`src/rtl/arb_pkg.sv`:
```
// Shared constants and state encoding for the round-robin grant sequencer.
package arb_pkg;

    localparam int N_REQ        = 8;
    localparam int IDX_W        = 3;
    localparam int MAX_HOLD_DEF = 16;
    localparam int CNT_W_DEF    = 8;

    typedef enum logic {
        IDLE  = 1'b0,
        GRANT = 1'b1
    } arb_state_e;

endpackage

```
`src/rtl/arb_onehot_dec.sv`:
```
// Index-to-one-hot decoder driving the shared-resource select lines.
module arb_onehot_dec
    import arb_pkg::*;
(
    input  logic [IDX_W-1:0] idx,
    input  logic             en,
    output logic [N_REQ-1:0] onehot
);

    always_comb begin
        onehot = '0;
        if (en) onehot[idx] = 1'b1;
    end

endmodule

```
`src/rtl/rr_grant_sequencer_8.sv`:
```
// Round-robin arbiter for 8 requesters: one-cycle grant latency, hold until
// done / request drop / MAX_HOLD timeout, with one idle cycle between grants.
module rr_grant_sequencer_8
    import arb_pkg::*;
#(
    parameter int MAX_HOLD = MAX_HOLD_DEF,
    parameter int CNT_W    = CNT_W_DEF
) (
    input  logic             clk,
    input  logic             rst_n,
    input  logic             en,
    input  logic [N_REQ-1:0] req,
    input  logic             done,
    output logic [N_REQ-1:0] gnt,
    output logic [IDX_W-1:0] gnt_idx,
    output logic             gnt_valid,
    output logic             timeout
);

    arb_state_e       state;
    logic [IDX_W-1:0] ptr;
    logic [CNT_W-1:0] hold_cnt;
    logic [IDX_W:0]   pick;
    logic             release_now;

    // Returns {found, index}; descending loop so the smallest offset from p wins.
    function automatic logic [IDX_W:0] rr_pick(input logic [N_REQ-1:0] r,
                                               input logic [IDX_W-1:0] p);
        logic [IDX_W:0]   res;
        logic [IDX_W-1:0] i;
        res = '0;
        for (int k = N_REQ - 1; k >= 0; k--) begin
            i = p + IDX_W'(k);
            if (r[i]) res = {1'b1, i};
        end
        return res;
    endfunction

    assign pick        = rr_pick(req, ptr);
    assign release_now = done || !req[gnt_idx];

    always_ff @(posedge clk or negedge rst_n) begin
        if (!rst_n) begin
            state     <= IDLE;
            ptr       <= '0;
            hold_cnt  <= '0;
            gnt_idx   <= '0;
            gnt_valid <= 1'b0;
            timeout   <= 1'b0;
        end else begin
            timeout <= 1'b0;
            case (state)
                IDLE: begin
                    if (en && pick[IDX_W]) begin
                        state     <= GRANT;
                        gnt_idx   <= pick[IDX_W-1:0];
                        gnt_valid <= 1'b1;
                        hold_cnt  <= '0;
                    end
                end
                GRANT: begin
                    // done or a dropped request outranks the timeout
                    if (release_now) begin
                        state     <= IDLE;
                        gnt_valid <= 1'b0;
                        ptr       <= gnt_idx + 1'b1;
                    end else if (hold_cnt == CNT_W'(MAX_HOLD - 1)) begin
                        state     <= IDLE;
                        gnt_valid <= 1'b0;
                        ptr       <= gnt_idx + 1'b1;
                        timeout   <= 1'b1;
                    end else begin
                        hold_cnt <= hold_cnt + 1'b1;
                    end
                end
                default: state <= IDLE;
            endcase
        end
    end

    // Decoding registered state keeps gnt glitch-free and drops it with reset.
    arb_onehot_dec u_dec (
        .idx    (gnt_idx),
        .en     (gnt_valid),
        .onehot (gnt)
    );

endmodule
```
`config.mk`:
```
export PLATFORM = sky130hd
export DESIGN_NAME = rr_grant_sequencer_8
export DESIGN_NICKNAME = d
export VERILOG_FILES = /design/src/rtl/arb_pkg.sv /design/src/rtl/arb_onehot_dec.sv /design/src/rtl/rr_grant_sequencer_8.sv
export SDC_FILE = /design/constraint.sdc
export NUM_CORES = 1
export LEC_CHECK = 0
export ABC_AREA = 1
export BUFFER_PORTS_ARGS = -buffer_cell sky130_fd_sc_hd__buf_4
export CORE_ASPECT_RATIO = 0.5
export CORE_MARGIN = 5
export CORE_UTILIZATION = 50
export CTS_BUF_LIST = sky130_fd_sc_hd__clkbuf_8
export DETAILED_ROUTE_END_ITERATION = 12
export GPL_TIMING_DRIVEN = 1
export HOLD_SLACK_MARGIN = 0.05
export PLACE_DENSITY = 0.75
export SLEW_MARGIN = 20
export SYNTH_ARGS = -nofsm -noshare
export SYNTH_HDL_FRONTEND = slang
export SYNTH_SLANG_ARGS = --single-unit
export TNS_END_PERCENT = 5
```
`constraint.sdc`:
```
create_clock -name clk -period 3.5 [get_ports clk]
set_clock_uncertainty 0.05 [all_clocks]
set_input_delay 0.35 -clock clk [delete_from_list [all_inputs] [get_ports clk]]
set_output_delay 0.35 -clock clk [all_outputs]
set_load 0.05 [all_outputs]
```
==> parameters.txt <==
Parameter                              Value

Clock network
  Clock transition at the register clock pins on the worst setup and hold paths after CTS    60 ps
  Cts bufs inserted    3
  Clock sink total    17
  Post CTS Setup Buffer Count    0
  Post-cts repair resize count    0
  Hold bufs inserted after CTS    1
  Number of levels the H-tree was split into    1
  Maximum clock insertion buffer count    2
  CTS root buffer    clkbuf_8
  Source-to-sink clock delay at the later pin of the worst-skew pair    250 ps
  TritonCTS clock tree    built

Route
  Detail-routed net length per standard cell    12.38 um
  Total routed wire length on the met1 layer    1.873 mm
  Detail Route Antenna Nets    0
  Number of DRC markers after the initial detailed-route iteration    81
  Number of optimization iterations in the first detailed-route pass    4
  Metal2 WL    1.846 mm
  Via density per instance    5.168
  Detailed-route via count    1,633
  Highest routed metal layer    met4
  Drt total wl    3.911 mm
  Residual DRC count    0
  Met3 routed wirelength    166 um

Yosys
  Ys flop type    dfrtp_1
  Async S/R FF share, synth    100.0%
  Yosys Warn Count    0
  Yosys top cell area share    26.05%
  Cells taking the most area after synthesis    dfrtp_1, nand2_1, nand3_1, nor2_1, inv_1
  Register bit count reported by yosys    17
  Cells after Synth    253
  Cell taking the most area after synthesis    dfrtp_1
  Share of the yosys chip area belonging to registers    26.05%
  Net count of the mapped netlist    269
  Per-instance average area after synthesis    6.454 um2
  Top post-synthesis cells by count    nand2_1, nand3_1, nor2_1, inv_1, dfrtp_1
  Cell area after technology mapping    1633 um2
  Distinct cell type count after synthesis    31
  Number of synthesized flops with an enable pin    0
  Most frequent cell after synthesis    nand2_1

Worst setup path
  Critical Path RT    3590 ps
  Critical-path top delay cell    dfrtp_1
  Depth of the worst register-to-register path    12
  Max FO, Critical Path    13
  CP Class    flip-flop to flip-flop
  Startpoint Class    flip-flop
  Setup crit end kind    flip-flop
  Crit path DAT    2700 ps
  Largest stage delay on the critical path    580 ps
  Cell-by-cell trace of the critical path    inv_2 > ha_1 > inv_2 > nand3_1 > nand3_1 > nand2_2 > inv_2 > nand3b_4 > o21bai_4 > nand2_4 > nand3_1 > o21ai_1

Floorplan
  Effective utilization at floorplan    53.27%
  Top Ports    25
  Full die area    4578 um2
  Floorplan row count    14
  Vertical extent of the die    50.41 um
  Area of the core region    3065 um2
  Width of the die    90.82 um

STA
  Time the final worst path needs with I/O delays and setup    2618 ps
  Slew Limit Fails    0
  Final hold violations    0
  Fin Setup TNS    0 ps
  Worst slew slack as a fraction of its limit    70.12%
  Slew at the pin closest to its max-slew limit    443.5 ps
  Maximum operating frequency    381.9 MHz
  Number of failing setup endpoints in the final timing report    0
  Setup repair after global routing missed its margin    false
  Period utilization    74.81%

Global routing
  Overflow after GRT    0
  Vias in the first global route    1,452
  Largest net degree at the start of global routing    18
  Global-route wire length before repair    6.762 mm
  Aggregate global-route resource usage    17.48%
  Antenna violations before repair    0

Layout
  Share of post-route cells with drive strength above 1    19.93%
  Area added between synthesis and finish    14.56%
  Number of antenna diodes    0
  Number of nets at the end of the flow    293

Run status
  Result of the run    finished, final reports clean

Hold path
  Hold Crit Depth    4
  Hold Crit Class    input port to flip-flop

Placement
  Weighted congestion reported at the end of routability-driven placement    0.8787
  Input/output buffers    24
  Dpl hpwl    3.170 mm

Flow run
  Max Cap Viol    0
sequential cells by signal, summed over array words and instances (netlist names):
name       flops
hold_cnt       8
gnt_idx        3
ptr            3
gnt_valid      1
state          1
timeout        1
kinds of logic (layout without fill, tap and decap cells):
| family | after synthesis | after routing | synth area share (%) |
|---|---|---|---|
| buf+inv | 39 | 62 | 10.65 |
| xor+xnor | 8 | 8 | 4.751 |
| simple gates | 161 | 161 | 46.05 |
| flops | 17 | 17 | 26.05 |
| compound gates | 24 | 24 | 9.426 |
| fa+ha+maj | 4 | 4 | 3.065 |
through the flow:
stage | std cells | hold WS (ps) | setup WS [ps] | instance area [um2] | util [%]
floorplan | 253 | 4.409 | 1393 | 1633 | -
global placement | 311 | 174.5 | 990.3 | 1815 | 59.22
detailed placement | 311 | 173.2 | 890.7 | 1815 | 59.22
CTS | 316 | 298.4 | 891.9 | 1871 | 61.02
global route | 316 | 317.7 | 636.0 | 1871 | 61.02
finish | 316 | 297.7 | 881.7 | 1871 | 61.02
layer usage:
layer / vias to the layer above / track usage [%]
met5: - / 0
met4: 0 / 1.951
met3: 4 / 2.388
met2: 41 / 29.76
met1: 724 / 24.68
li1: 864 / -
path summary, 6_finish.rpt:
| path | slack (ps) | startpoint | endpoint |
|---|---|---|---|
| min reg2reg | 500 | gnt_valid | gnt_valid |
| max in group asynchronous | 2760 | rst_n | ptr[1] |
| min | 300 | done | timeout |
| max reg2reg | 880 | ptr[0] | hold_cnt[2] |
| min in group asynchronous | 450 | rst_n | hold_cnt[3] |
| max | 880 | ptr[0] | hold_cnt[2] |
worst max-delay path, delay by kind of cell, from the launching register on:
kind	cells	cell delay, ps
AOI/OAI and AO/OA	2	330
adders and majority gates	1	430
buffers and inverters	3	400
DFF	1	580
and+or+nand+nor	6	710
layout by cell type, fill, tap and decap left out:
master	count
a211oi_1	1
a21oi_1	8
a31oi_1	3
buf_4	24
clkbuf_8	3
dfrtp_1	17
dlygate4sd3_1	1
ha_1	4
inv_1	25
inv_2	8
inv_4	1
nand2_1	72
nand2_2	4
nand2_4	2
nand3_1	43
nand3_2	4
nand3b_4	1
nand4_1	3
nor2_1	26
nor2_2	1
nor2_4	1
nor3_1	3
nor3_2	1
o211ai_1	1
o21ai_0	5
o21ai_1	2
o21ai_2	3
o21bai_4	1
xnor2_1	2
xnor2_2	1
xor2_1	5
layout make-up:
class | count | area (um2)
Fill cell | 280 | 1195
Inverter | 33 | 126.4
Clock buffer | 3 | 41.29
Multi-Input combinational cell | 197 | 1033
Sequential cell | 17 | 425.4
Timing Repair Buffer | 25 | 190.2
Clock inverter | 1 | 3.754
Tap cell | 40 | 50.05
Power is not shown: default switching activity piles up to over one toggle a cycle in this logic, so the estimate is an artifact.
